$ cat src/rtl/cpu_params_pkg.sv
// Core-wide constants shared by the pipeline stages.
// Holds the default reset PC for the fetch stage.
package cpu_params_pkg;

  localparam logic [31:0] RESET_PC_DEFAULT = 32'h0000_0000;
  localparam logic [31:0] INSTR_BYTES      = 32'd4;

endpackage

$ cat src/rtl/cpu_structs_pkg.sv
// Inter-stage bundles and state encodings shared by the pipeline.
// F2D_TYPE carries one fetched instruction to decode.
package cpu_structs_pkg;

  typedef struct packed {
    logic [31:0] pc;
    logic [31:0] instr;
    logic        fault;
  } F2D_TYPE;

  typedef enum logic [1:0] {
    FS_IDLE    = 2'd0,
    FS_REQ     = 2'd1,
    FS_WAIT    = 2'd2,
    FS_DISCARD = 2'd3
  } fetch_state_e;

  function automatic logic [31:0] word_align(input logic [31:0] a);
    return {a[31:2], 2'b00};
  endfunction

endpackage

$ cat src/rtl/fetch_stage.sv
// Instruction fetch: one outstanding memory request, a single hold
// register toward the decode pipe, and redirect handling.
module fetch_stage
  import cpu_params_pkg::*;
  import cpu_structs_pkg::*;
#(
  parameter logic [31:0] RESET_PC = RESET_PC_DEFAULT
) (
  input  logic        clk_in,
  input  logic        reset_in,
  input  logic        pc_reload_in,
  input  logic [31:0] pc_reload_addr_in,
  output logic        ic_req_out,
  output logic [31:0] ic_addr_out,
  input  logic        ic_ack_in,
  input  logic [31:0] ic_rd_data_in,
  input  logic        ic_fault_in,
  output logic        fet_wr_out,
  output F2D_TYPE     fet_data_out,
  input  logic        pipe_full_in,
  input  logic        pipe_read_in
);

  fetch_state_e state_q;
  logic [31:0]  pc_q;
  logic [31:0]  req_addr_q;
  F2D_TYPE      hold_q;
  logic         hold_vld_q;

  logic         can_accept;
  logic [31:0]  reload_pc;
  logic [31:0]  pc_sel;
  logic         in_req;
  logic         in_wait;

  assign can_accept = !pipe_full_in | pipe_read_in;
  assign reload_pc  = word_align(pc_reload_addr_in);
  assign pc_sel     = pc_reload_in ? reload_pc : pc_q;

  assign in_req  = (state_q == FS_REQ) | (state_q == FS_DISCARD);
  assign in_wait = (state_q == FS_WAIT);

  assign ic_req_out  = in_req;
  assign ic_addr_out = in_req ? req_addr_q : 32'h0;

  // A redirect or reset in the same cycle kills the pending write.
  assign fet_wr_out = in_wait & hold_vld_q & can_accept
                    & !pc_reload_in & !reset_in;

  assign fet_data_out = hold_q;

  always_ff @(posedge clk_in) begin
    if (reset_in) begin
      state_q    <= FS_IDLE;
      pc_q       <= RESET_PC;
      req_addr_q <= RESET_PC;
      hold_q     <= '0;
      hold_vld_q <= 1'b0;
    end else begin
      unique case (state_q)
        FS_IDLE: begin
          pc_q       <= pc_sel;
          req_addr_q <= pc_sel;
          state_q    <= FS_REQ;
        end
        FS_REQ: begin
          if (pc_reload_in) begin
            pc_q <= reload_pc;
            if (ic_ack_in) begin
              req_addr_q <= reload_pc;
              state_q    <= FS_REQ;
            end else begin
              state_q <= FS_DISCARD;
            end
          end else if (ic_ack_in) begin
            hold_q.pc    <= req_addr_q;
            hold_q.instr <= ic_rd_data_in;
            hold_q.fault <= ic_fault_in;
            hold_vld_q   <= 1'b1;
            pc_q         <= pc_q + INSTR_BYTES;
            state_q      <= FS_WAIT;
          end
        end
        FS_WAIT: begin
          if (pc_reload_in) begin
            pc_q       <= reload_pc;
            req_addr_q <= reload_pc;
            hold_vld_q <= 1'b0;
            state_q    <= FS_REQ;
          end else if (fet_wr_out) begin
            req_addr_q <= pc_q;
            hold_vld_q <= 1'b0;
            state_q    <= FS_REQ;
          end
        end
        FS_DISCARD: begin
          pc_q <= pc_sel;
          // The stale response retires the old request; fetch resumes.
          if (ic_ack_in) begin
            req_addr_q <= pc_sel;
            state_q    <= FS_REQ;
          end
        end
        default: state_q <= FS_IDLE;
      endcase
    end
  end

endmodule

$ cat config.mk
export PLATFORM = sky130hd
export DESIGN_NAME = fetch_stage
export DESIGN_NICKNAME = d
export VERILOG_FILES = /design/src/rtl/cpu_params_pkg.sv /design/src/rtl/cpu_structs_pkg.sv /design/src/rtl/fetch_stage.sv
export SDC_FILE = /design/constraint.sdc
export NUM_CORES = 1
export LEC_CHECK = 0
export CORE_ASPECT_RATIO = 1.25
export CORE_MARGIN = 8
export CORE_UTILIZATION = 53
export CTS_BUF_LIST = sky130_fd_sc_hd__clkbuf_4
export DETAILED_ROUTE_END_ITERATION = 16
export PLACE_DENSITY = 0.88
export SYNTH_ARGS = -nofsm -noshare
export SYNTH_HDL_FRONTEND = slang
export SYNTH_SLANG_ARGS = --single-unit
$ cat constraint.sdc
create_clock -name clk_in -period 5 [get_ports clk_in]
set_clock_uncertainty 0.05 [all_clocks]
set_input_delay 1 -clock clk_in [delete_from_list [all_inputs] [get_ports clk_in]]
set_output_delay 1 -clock clk_in [all_outputs]
set_load 0.01 [all_outputs]
==> summary.md, run 1 <==
| Metric | Value |
|---|---|
| Status | finished, final reports clean |
| Via count | 5957 |
| Starting Density | 0.539 |
| Max incr delay on CP | ~0.55 ns |
| Setup repair after global routing missed its margin | no |
| Initial DRC count | between 400 and 500 |
| Mux share of post-synthesis cell area | 0.0358 |
| Chip width | 110 um |
| Reg2reg setup slack | between 1.5 and 2 ns |
| Syn_area_per_cell | approximately 8 um2 |
| Critical Path Start Type | input port |
| Htree depth | 4 |
| CTS Buffer Depth | 2 |
| WS Path Type | in -> out |
| CP Capture Type | output pin |
| Antenna viol nets, final | 0 |
| Cells along the critical path | clkdlybuf4s50_1 > inv_1 > and3_1 > clkdlybuf4s50_1 |
| Post-CTS Hold Fix Bufs | 0 |
| Clk slew on worst S/H paths | ~0.10 ns |
| Via density | 5.85 |
| Vias in the first global route | 5780 |
| CP Data Arrival Time | 2.71 ns |
| FP Rows | 43 |
| Worst flop-to-flop path startpoint | state_q[0] |
| Die ar. | 14800 um2 |
| Top cell type's share of synthesized area | 0.447 |
| Worst-path fanout max | 17 |
| Worst EP required | 3.95 ns |
| Part of the power in the clock network | 0.318 |
| Adder-Cell Fraction of Synth Area | 0.00212 |
| Crit path buf inv count | 3 |
| FF-to-FF path depth | 6 |
| Cell Pwr Density | 285 nW/um2 |
| Post-CTS Resized | 0 |
| YS warnings | 0 |
| WL/cell | 17.6 um |
| IR drop worst, VDD | 139 uV |
| Area contributors post-synth | dfxtp_1 45%, a21oi_1 11%, nand2_1 9.5% |
| Sw frac | 0.273 |
| Die span in y | 134 um |
| Netlist cell types | 48 |
| Period Utilization, post-route | 0.752 |
| First-pass GRT wire length | 29.0 mm |
| Post-synth EDFFs | 0 |
| Post-Syn Area | 5910 um2 |
| Fin. max-slew vios | 0 |
| CTS sink cnt | 132 |
| Internal Power | around 0.0016 W |
| Seq/Total Area, Yosys | 0.447 |
| Global Route Usage Sum | 0.235 |
| CP most frequent cell | clkdlybuf4s50_1 |
| Final nets | 941 |
| Port Buf Inserts | 167 |
| Critical path depth | 4 |
| Setup bufs post-CTS | 0 |
| Simple-gate portion of the synthesized area | 0.230 |
| Skew-Pair Late Insertion Delay | between 0.5 and 0.6 ns |
| Total CTS buffers | 17 |
| Critical Path Source | pc_reload_in |
| Layout area overhead | 33.1% |
| Setup TNS | 0 ns |
| Cells after synthesis | 736 |
| Static Leak | 2.78 nW |
| Final Wtd Congestion | around 0.92 |
| Largest delay share family, worst path | buffers and inverters |
| Worst-Margin Slew | between 1 and 1.5 ns |
| Relative slew slack | 0.127 |
| Largest net degree at the start of global routing | roughly 110 |
| XOR/XNOR Fraction of Synth Area | 0.0133 |
| Seq pwr share | 0.521 |
| Max cap viols | 0 |
| Psw | ~0.0006 W |
| Syn Nets | 808 |
| Cell taking the most area after synthesis | dfxtp_1 |
| Post-route DRC | 0 |
| Fmax | 266 MHz |
| CTS tree | done |
| Total routed wirelength | 17.9 mm |
| Iteration count of the initial detailed-routing pass | 7 |
| Core Box Area | 11000 um2 |
| Crit-path slowest cell | clkdlybuf4s50_1 |
| I/O pin cnt | between 150 and 200 |
| Asr flop ratio synth | 0 |
| Fin. Hold Viols | 0 |
| Total power | 0.00224 W |
| Clk root buf | clkbuf_4 |
| Final worst path period need | 3.76 ns |
| Top FF cell, synth | dfxtp_1 |
| Largest family of logic cells by synthesized area | simple AND/OR/NAND/NOR gates |
| End point of the critical path | fet_wr_out |
| Antenna violations before repair | 1 |
| Combinational Power Share | 0.161 |
| FF+latch count, synth | 132 |
| Compound-Gate Fraction of Synth Area | 0.219 |
| DP HPWL | 12.9 mm |
| RR Endpoint | req_addr_q[18] |
| Setup violators final | 0 |
| Layout cells sized above 1 | 0.0522 |
| Hold Path Class | reg -> reg |
| GRT overflow | 0 |
-- registers in the layout, summed over array words and instances, names as in the netlist --
name          flops
hold_vld_q        1
fet_data_out     65
state_q           2
req_addr_q       32
pc_q             32
-- synth_stat cells, types with 6 or more instances --
| cell type | count |
|---|---|
| and2_1 | 37 |
| clkbuf_1 | 48 |
| nor3_1 | 9 |
| nand3_1 | 6 |
| nand2_1 | 150 |
| a2111oi_0 | 6 |
| o21ai_0 | 10 |
| a311oi_1 | 7 |
| and3_1 | 6 |
| inv_1 | 16 |
| buf_1 | 8 |
| a211oi_1 | 39 |
| nand4_1 | 6 |
| nor2_1 | 21 |
| and4_1 | 7 |
| nor4_1 | 12 |
| a21oi_1 | 127 |
| xnor2_1 | 8 |
| dfxtp_1 | 132 |
| mux2i_1 | 20 |
| buf_2 | 7 |
-- metal layers --
layer,global-route usage,wire length (um),up-vias
li1,-,-,2854
met1,0.274,7400,2801
met2,0.397,8840,270
met3,0.0621,1300,32
met4,0.101,368,0
met5,0,0,-
-- final cells by class --
cell class                 count  area (um2)
fill                         862        3110
multi-input combinational    524        2970
sequential                   132        2640
timing repair buffer         178        1750
tap                          135         169
clock inverter                14         143
clock buffer                  18         135
inverter                      16        60.1
antenna                        1        2.50
-- cells in the final DEF, fill, tap and decap left out, types with 3 or more instances in the layout --
cell,count
a2111oi_0,6
a211oi_1,39
a21oi_1,127
a221oi_1,3
a311oi_1,7
a31oi_1,3
and2_1,37
and3_1,6
and4_1,7
buf_4,12
bufinv_16,3
clkbuf_4,18
clkdlybuf4s50_1,166
clkinv_1,4
clkinv_2,6
dfxtp_1,132
inv_1,16
mux2i_1,20
nand2_1,150
nand3_1,6
nand3b_1,4
nand4_1,6
nor2_1,20
nor2b_1,5
nor3_1,9
nor4_1,12
o21ai_0,10
o31a_1,5
or3_1,5
or4_1,3
xnor2_1,8
-- power groups by stage --
stage / registers, W / logic (W) / clock network, W
2_1_floorplan: 0.00118 / 0.000194 / 0
3_3_place_gp: 0.00119 / 0.000346 / 0
3_5_place_dp: 0.00119 / 0.000358 / 0
4_1_cts: 0.00117 / 0.000359 / 0.000730
5_1_grt: 0.00118 / 0.000389 / 0.000777
6_report: 0.00117 / 0.000360 / 0.000711
-- metrics by stage --
step,utilization,setup slack (ns),area (um2),hold WS (ns),cells
floorplan,-,2.03,5910,0.371,736
global placement,0.692,1.34,7590,0.384,985
detailed placement,0.692,1.15,7590,0.392,985
CTS,0.717,1.29,7870,0.412,1017
global route,0.717,1.19,7870,0.429,1018
finish,0.717,1.24,7870,0.409,1018
-- how the worst min path moves through the flow --
stage / start / slack [ns] / endpoint / depth (start not counted)
after floorplan: pc_q[0] / 0.37 / pc_q[0] / 1
after global placement: pc_q[0] / 0.38 / pc_q[0] / 1
after detailed placement: pc_q[0] / 0.39 / pc_q[0] / 1
after CTS: fet_data_out[43] / 0.41 / fet_data_out[43] / 2
after global routing: fet_data_out[41] / 0.43 / fet_data_out[41] / 2
final: fet_data_out[43] / 0.41 / fet_data_out[43] / 2
-- worst min-delay path: stages (launching register included) --
cell and delay [ns]:
dfxtp_1 0.32, nand2_1 0.05, a21oi_1 0.05
-- cells by family after synthesis --
logic type / Yosys count
buf+inv: 80
xor+xnor: 9
compound gates: 214
fa+ha+maj: 1
mux: 21
simple gates: 279
flops: 132
(Power assumes the default switching activity.)
==> run 2, diff against run 1 <==
- CORE_UTILIZATION: 53 -> 45
- PLACE_DENSITY: 0.88 -> 0.79
- clock period: 5 -> 3.4 ns (I/O delays scaled with it)
==> run 2 against run 1 <==
Non-clock buffer count grew 7. Sequential share of layout area fell by 0.72 points. Largest cell class unchanged. Critical path depth down 1. Global-route usage is 3.7 points lower. Largest power group unchanged. Combinational power grew 48%.
==> summary.md, run 2 (synthesis gave the netlist of run 1 again) <==
| Metric | Value |
|---|---|
| Layout cells sized above 1 | 0.0630 (+0.0108) |
| Max cap viols | 0 (unchanged) |
| Status | finished, final reports clean |
| Chip width | 119 um (+7.3%) |
| Worst-path fanout max | 22 (+5) |
| CP Capture Type | output pin |
| Post-route DRC | 0 (unchanged) |
| WS Path Type | reg -> out |
| Min-delay src | fet_data_out[52] |
| Pre-CTS setup slack | 0.441 ns (-0.708 ns) |
| Hold path cells | 2 (unchanged) |
| CTS tree | done |
| Setup repair after global routing missed its margin | no |
| CTS Buffer Depth | 2 (unchanged) |
| RR Endpoint | pc_q[18] |
| I/O pin cnt | 170 (unchanged) |
| Critical Path Start Type | flop |
| Post-CTS Resized | 0 (unchanged) |
| Period Utilization, post-route | 0.875 |
| Final Wtd Congestion | 0.840 (-8.5%) |
| Part of the power in the clock network | 0.355 (+0.037) |
| Final nets | 948 (+0.74%) |
| IR drop worst, VDD | 222 uV (+59%) |
| Antenna viol nets, final | 0 (unchanged) |
| Die span in y | 144 um (+7.5%) |
| Iteration count of the initial detailed-routing pass | 5 (-2) |
| Skew-Pair Late Insertion Delay | 0.53 ns (about the same) |
| Initial DRC count | 506 (+5.2%) |
| DR top layer | met4 |
| WHS Endpoint | fet_data_out[52] |
| Die ar. | 17100 um2 (+15%) |
| Fin. max-slew vios | 0 (unchanged) |
| Port Buf Inserts | 167 (unchanged) |
| Most frequent cells in the layout | 166 x clkdlybuf4s50_1, 150 x nand2_1, 132 x dfxtp_1 |
| Sw frac | 0.267 (-0.00567) |
| Setup bufs post-CTS | 0 (unchanged) |
| Psw | 0.000930 W (+52%) |
| Vias in the first global route | 5361 (-7.2%) |
| First-pass GRT wire length | 27.8 mm (-4.4%) |
| Global Route Usage Sum | 0.198 (-0.0368) |
| Post-CTS Hold Fix Bufs | 0 (unchanged) |
| Worst setup margin | 0.425 ns (-0.815 ns) |
| CTS sink cnt | 132 (unchanged) |
| GRT overflow | 0 (unchanged) |
| Seq pwr share | 0.493 (-0.028) |
| Hold Path Class | reg -> reg |
| Via density | 5.43 (-7.2%) |
| Clk slew on worst S/H paths | 0.12 ns (+0.02 ns) |
| Htree depth | 4 (unchanged) |
| Static Leak | 2.84 nW (+2.4%) |
| Via count | 5764 (-3.2%) |
| Worst EP required | 2.67 ns (-1.28 ns) |
| Combinational Power Share | 0.153 (-0.008) |
| Largest net degree at the start of global routing | 68 (-40%) |
| Final worst path period need | 2.97 ns |
| Wl on met1 | 7.72 mm (+4.3%) |
| Max reg flops | 65 (unchanged) |
| Relative slew slack | 0.522 (+0.395) |
| Total routed wirelength | 17.4 mm (-2.8%) |
| Total CTS buffers | 17 (unchanged) |
| Most common cell after layout, fill and taps aside | clkdlybuf4s50_1 |
| Setup violators final | 0 (unchanged) |
| WL/cell | 16.4 um (-6.7%) |
| Critical Path Source | state_q[0] |
| Reg2reg setup slack | 0.82 ns (-1.14 ns) |
| DP HPWL | 12.2 mm (-4.9%) |
| Fmax | 336 MHz |
| Antenna violations before repair | 1 (unchanged) |
| Internal Power | 0.00256 W (+57%) |
| Worst-Margin Slew | 0.718 ns (-0.593 ns) |
| Layout area overhead | 36.0% |
| Starting Density | 0.453 (-0.0858) |
| Fill count | 1174 (+36%) |
| Met3 WL post-DR | 1.04 mm (-20%) |
| Clk root buf | clkbuf_4 |
| Core Box Area | 13100 um2 (+19%) |
| Metal2 WL | 8.29 mm (-6.2%) |
| CP Data Arrival Time | 2.24 ns (-0.47 ns) |
| FP Rows | 47 (+9.3%) |
| Worst flop-to-flop path startpoint | state_q[0] |
| Cell Pwr Density | 433 nW/um2 (+52%) |
| FF-to-FF path depth | 4 (-2) |
| Fin. Hold Viols | 0 (unchanged) |
| Setup TNS | 0 ns (unchanged) |
==> run 2: changes by cell type in the layout (fill, tap and decap cells not counted), sizes merged <==
cell,delta
buf,+7
clkbuf,-1
clkinv,-1
bufinv,+2
==> run 2: area by class of cell <==
class	instances	area, um2	share of cell area
diodes	1	2.50	0.000311
repair buffers	185	1820	0.226
multi-input cells	524	2970	0.369
clock buffers	17	128	0.0159
clock inverters	15	213	0.0264
flip-flops and latches	132	2640	0.329
inverters	16	60.1	0.00747
well taps	171	214	0.0266
==> run 2: worst max-delay path by stage <==
stage	endpoint	slack (ns)	cells past startpoint
final	ic_addr_out[11]	0.43	3
after floorplan	fet_wr_out	1.07	4
after CTS	ic_addr_out[11]	0.34	3
after detailed placement	pc_q[18]	0.44	5
after global routing	ic_addr_out[2]	0.27	3
after global placement	pc_q[16]	0.49	5
==> run 2: per-layer routing <==
metal	global-route usage	vias up
li1	-	2869
met1	0.242	2678
met2	0.326	197
met3	0.0527	20
met4	0.0814	0
met5	0	-
==> run 2: metrics by stage <==
step	power [W]	instance area [um2]	std cells	utilization	hold slack, ns
after CTS	0.00351	8040	1060	0.616	0.412
after global placement	0.00227	7700	1028	0.590	0.384
after global routing	0.00364	8040	1061	0.616	0.428
after detailed placement	0.00228	7700	1028	0.590	0.385
after floorplan	0.00202	5910	736	-	0.371
final	0.00348	8040	1061	0.616	0.408
==> run 2: critical path: stages (launching register included) <==
cell and delay [ns]:
dfxtp_1 0.78, buf_12 0.23, and2_1 0.14, clkdlybuf4s50_1 0.57
==> run 2: power by group through the flow <==
stage               combinational [W]  clock (W)  sequential [W]
floorplan                    0.000285          0         0.00173
global placement             0.000525          0         0.00175
detailed placement           0.000532          0         0.00175
CTS                          0.000534    0.00126         0.00172
global route                 0.000580    0.00133         0.00173
finish                       0.000532    0.00124         0.00172
==> edit 1, RTL diff (config.mk and constraints of run 1) <==
Re-encode `fetch_state_e` (4 states) as one-hot, 4 bits wide.
--- a/src/rtl/cpu_structs_pkg.sv
+++ b/src/rtl/cpu_structs_pkg.sv
@@ -10,7 +10,7 @@
 
-  typedef enum logic [1:0] {
-    FS_IDLE    = 2'd0,
-    FS_REQ     = 2'd1,
-    FS_WAIT    = 2'd2,
-    FS_DISCARD = 2'd3
+  typedef enum logic [3:0] {
+    FS_IDLE    = 4'b0001,
+    FS_REQ     = 4'b0010,
+    FS_WAIT    = 4'b0100,
+    FS_DISCARD = 4'b1000
   } fetch_state_e;
Behaviour: same outputs for any inputs over 4 cycles, from zero or initial values and one cycle with reset_in high; so few cycles prove little.
==> edit 1 against run 1 <==
- routed wire length rose by 16%
- worst setup slack got worse by 270 ps
- largest cell class unchanged
- die area rose by 7.1%
- highest routed layer unchanged
- synthesized area rose by 8.2%
- clock power rose by 17%
- global-route usage rose by 1.9 points
- cell area rose by 6.7%
- power rose by 18%
- sequential cell count rose by 2
==> edit 1: results (changes against run 1) <==
stage;metric;value;unit;change
outcome;outcome;complete, no violations;;
pwr;pg_seq;0.00127;W;+9%
drt;met1_length;8030;um;+8.5%
place;place_ws;1160;ps;+13.6 ps
cells_and_area;area_growth;31.2;%;
sta;max_slew.worst_pin.slew;1100;ps;-211 ps
place;post-place-cells;1100;;+12%
cells_and_area;seq_cells;134;;+1.5%
pwr;comb-power;0.000546;W;+52%
cells_and_area;drive_above_1_share;0.0702;;+0.0181
drt;wl_met2;10100;um;+15%
worst_setup_path;crit_arrival;2980;ps;+270 ps
pwr;leakage;2.75;nW;-1.1%
grt;track_usage;0.254;;+0.0188
yosys;synth_xor_area_frac;0.00274;;-0.0106
yosys;syn_nets;906;;+12%
grt;grt_first_pass_wirelength;32300;um;+11%
yosys;synthTopCellsByArea;dfxtp_1, nand2_1, a21oi_1;;
worst_setup_path;cp_max_fo;33;;+16
drt;wl_met3;1850;um;+42%
cells_and_area;multi_input_area_share;0.403;;+0.0258
cells_and_area;layout.nets;1027;;+9.1%
yosys;ys_seq_area_frac;0.419;;-0.0276
pwr;peakVddDrop;194;uV;+39%
cells_and_area;num-multi-input-gates;615;;+17%
yosys;synth_cell_types;59;;+23%
floorplanning;die-area;0.0159;mm2;+7.1%
grt;grt_pass1_vias;6168;;+6.7%
cells_and_area;fillerInstances;998;;+16%
place;hpwl;14500;um;+12%
place;post_dp_cell_area;0.00806;mm2;+6.1%
yosys;synth.avg_cell_area;7.67;um2;-4.5%
cells_and_area;seqCellArea;0.00268;mm2;+1.5%
cells_and_area;n_all_buffers;180;;+1.1%
place;gp_congestion;0.978;;+6.7%
yosys;synthTopCellsByCount;nand2_1, dfxtp_1, a21oi_1;;
drt;drt_iter0_drc;865;;+80%
yosys;synth_mux_area_frac;0.00802;;-0.0277
pwr;powerClk;0.000830;W;+17%
cts;clkTransAtPathRegs;120;ps;+20 ps
## edit 1: path summary, 6_finish.rpt
kind | startpoint | to | slack (ps) | cells past startpoint
worst max-delay path | state_q[3]$_SDFFE_PP0P_ | ic_addr_out[0] | 970 | 4
worst min register to register | fet_data_out[28]$_SDFFE_PP0P_ | fet_data_out[28]$_SDFFE_PP0P_ | 410 | 2
worst min-delay path | fet_data_out[28]$_SDFFE_PP0P_ | fet_data_out[28]$_SDFFE_PP0P_ | 410 | 2
worst max register to register | state_q[3]$_SDFFE_PP0P_ | pc_q[19]$_SDFFE_PP0P_ | 1820 | 6
## edit 1: per-layer routing
layer,up-vias,GRT usage
li1,3226,-
met1,3104,0.303
met2,403,0.424
met3,73,0.0575
met4,0,0.112
met5,-,0
## edit 1: critical path, stage by stage, from the launching register on
cell	delay [ps]
dfxtp_1	580
nor4b_2	540
or2_2	540
and2_1	210
clkdlybuf4s50_1	580
==> edit 2, RTL diff (flow settings as in run 1) <==
Made on the original files. Make the reset (`reset_in`) asynchronous in one clocked block.
--- a/src/rtl/fetch_stage.sv
+++ b/src/rtl/fetch_stage.sv
@@ -51,3 +51,3 @@
 
-  always_ff @(posedge clk_in) begin
+  always_ff @(posedge clk_in or posedge reset_in) begin
     if (reset_in) begin
Formal check against the unedited RTL: differs if reset_in is asserted again (counterexample within 4 cycles, from zero or initial values and one cycle with reset_in high); with reset_in held inactive, the same outputs for 4 cycles.
==> edit 2 against run 1 <==
- sequential share of layout area increased by 6.6 points
- sequential cell count unchanged
- utilization up 0.18 points
- cell area increased by 4.6%
- die area is 3.4% higher
- synthesized area rose by 3.9%
- fmax grew 1.2%
- routed wire length fell by 18%
- critical path depth is the same
- worst setup slack better by 43 ps
- critical endpoint unchanged
- highest routed layer unchanged
Power is not compared: it rests on default switching activity, and its combinational part moved more than twofold at a synthesized area within 25%.
==> edit 2: results (changes against run 1) <==
stage;metric;value;unit;change
drt;viasPerCell;5.41;;-7.5%
worst_setup_path;r2r_slack;1770;ps;-190 ps
place;hpwl;10500;um;-18%
drt;first_pass_iters;4;;-3
cells_and_area;insertedDiodeCount;0;;-1
cells_and_area;largest_reg_flops;65;;unchanged
yosys;ys_seq_area_frac;0.538;;+0.0906
place;place_ws;1240;ps;+91.6 ps
place;port_buffers;167;;unchanged
yosys;yosysWarnings;0;;unchanged
cts;cts.repair.resized;0;;unchanged
yosys;ys.flop_type;dfrtp_1;;
pwr;peakVddDrop;345;uV;
place;gp_congestion;0.776;;-15%
pwr;intPower;0.00262;W;
worst_setup_path;crit_arrival;2670;ps;-40 ps
place;post_dp_cell_area;0.00792;mm2;+4.4%
grt;track_usage;0.197;;-0.0383
pwr;leakage;3.39;nW;
drt;drt_iter0_drc;190;;-60%
cells_and_area;layout.nets;732;;-22%
cells_and_area;drive_above_1_share;0.257;;+0.205
cts;htreeDepth;4;;unchanged
cts;cts_buffers;17;;unchanged
grt;grt-ovfl-total;0;;unchanged
cts;post-cts-setup-buffers;0;;unchanged
worst_setup_path;cp_slowest_stage_delay;620;ps;+70 ps
outcome;outcome;complete, no violations;;
cts;clkTransAtPathRegs;90;ps;
cts;insertion_delay;510;ps;
yosys;synth_cell_types;40;;-17%
cells_and_area;fillerInstances;791;;-8.2%
sta;holdWs;463;ps;+54.0 ps
grt;antenna_found_initial;0;;-1
yosys;synthTopCellsByCount;dfrtp_1, mux2_2, nand2_1;;
grt;grt_max_degree;120;;+6.2%
grt;grt_first_pass_wirelength;23900;um;-18%
yosys;synthTopCellsByArea;dfrtp_1, mux2_2, xor2_1;;
worst_hold_path;hold_class;register to register;;
worst_setup_path;crit_family;buffers and inverters;;
grt;grt_pass1_vias;4793;;-17%
cts;clock-root-buffer;clkbuf_4;;
sta;max_slew.worst_pin.slew;1230;ps;-79.6 ps
yosys;synth-async-reset-ratio;1.00;;+1.00
yosys;syn_nets;568;;-30%
worst_setup_path;slowest_stage;clkdlybuf4s50_1;;
drt;post_drt_wl_per_cell;18.2;um;+3.2%
worst_setup_path;cp_max_fo;3;;-14
cts;clock_path_buffers;2;;unchanged
## edit 2: cell count changes in the layout (fill, tap and decap cells not counted), sizes merged, moves of 25 or more
cell,run 1,this run
dfrtp,0,132
dfxtp,132,0
a21oi,127,3
mux2,1,125
nand2,150,43
a211oi,39,0
xor2,1,26
## edit 2: logic make-up (layout without fill, tap and decap cells)
family	count (synthesis)	after routing	share of synthesized area
compound gates	39	39	0.0352
xor+xnor	27	27	0.0385
fa+ha+maj	1	1	0.00204
buf+inv	32	208	0.0244
flops	132	132	0.538
mux	127	127	0.232
simple gates	138	138	0.130
## edit 2: layer usage
layer	vias up	GRT usage	part of all wire
li1	2062	-	-
met1	2174	0.208	0.38
met2	136	0.346	0.52
met3	11	0.0862	0.088
met4	0	0.0654	0.011
met5	-	0	0
## edit 2: worst reg2reg max path, stage by stage, from the launching register on
cell      delay, ps
dfrtp_1        1180
nand2b_1        260
o21bai_1        180
a21oi_1         140
a21oi_4         870
mux2_2          440
## edit 2: metrics by stage
stage	cells	power, W	utilization
2_1_floorplan	496	0.00216	-
3_3_place_gp	779	0.00288	0.692
4_1_cts	810	0.00373	0.719
3_5_place_dp	779	0.00294	0.692
5_1_grt	810	0.00389	0.719
6_report	810	0.00368	0.719
## edit 2: power groups by stage
stage          clock network, W  logic, W  registers, W
2_1_floorplan                 0  0.000512       0.00165
5_1_grt                0.000849   0.00143       0.00161
3_3_place_gp                  0   0.00132       0.00157
3_5_place_dp                  0   0.00135       0.00159
6_report               0.000783   0.00133       0.00157
4_1_cts                0.000802   0.00136       0.00157
## edit 2: worst paths after layout
check / start / endpoint / depth (start not counted)
hold reg to reg: fet_data_out[61]$_DFFE_PP0P_ / fet_data_out[61]$_DFFE_PP0P_ / 1
min in group asynchronous: reset_in / req_addr_q[3]$_DFFE_PP0P_ / 2
setup reg to reg: state_q[0]$_DFFE_PP0P_ / req_addr_q[20]$_DFFE_PP0P_ / 5
max in group asynchronous: reset_in / fet_data_out[21]$_DFFE_PP0P_ / 3
setup / recovery: reset_in / fet_wr_out / 4
hold / removal: fet_data_out[61]$_DFFE_PP0P_ / fet_data_out[61]$_DFFE_PP0P_ / 1
## edit 2: final cells by class
class | count | area (um2) | share of cell area
tap | 138 | 173 | 0.0210
clock buffer | 20 | 150 | 0.0182
clock inverter | 11 | 160 | 0.0195
timing repair buffer | 171 | 1710 | 0.208
sequential | 132 | 3300 | 0.401
multi-input combinational | 332 | 2710 | 0.329
inverter | 6 | 27.5 | 0.00334
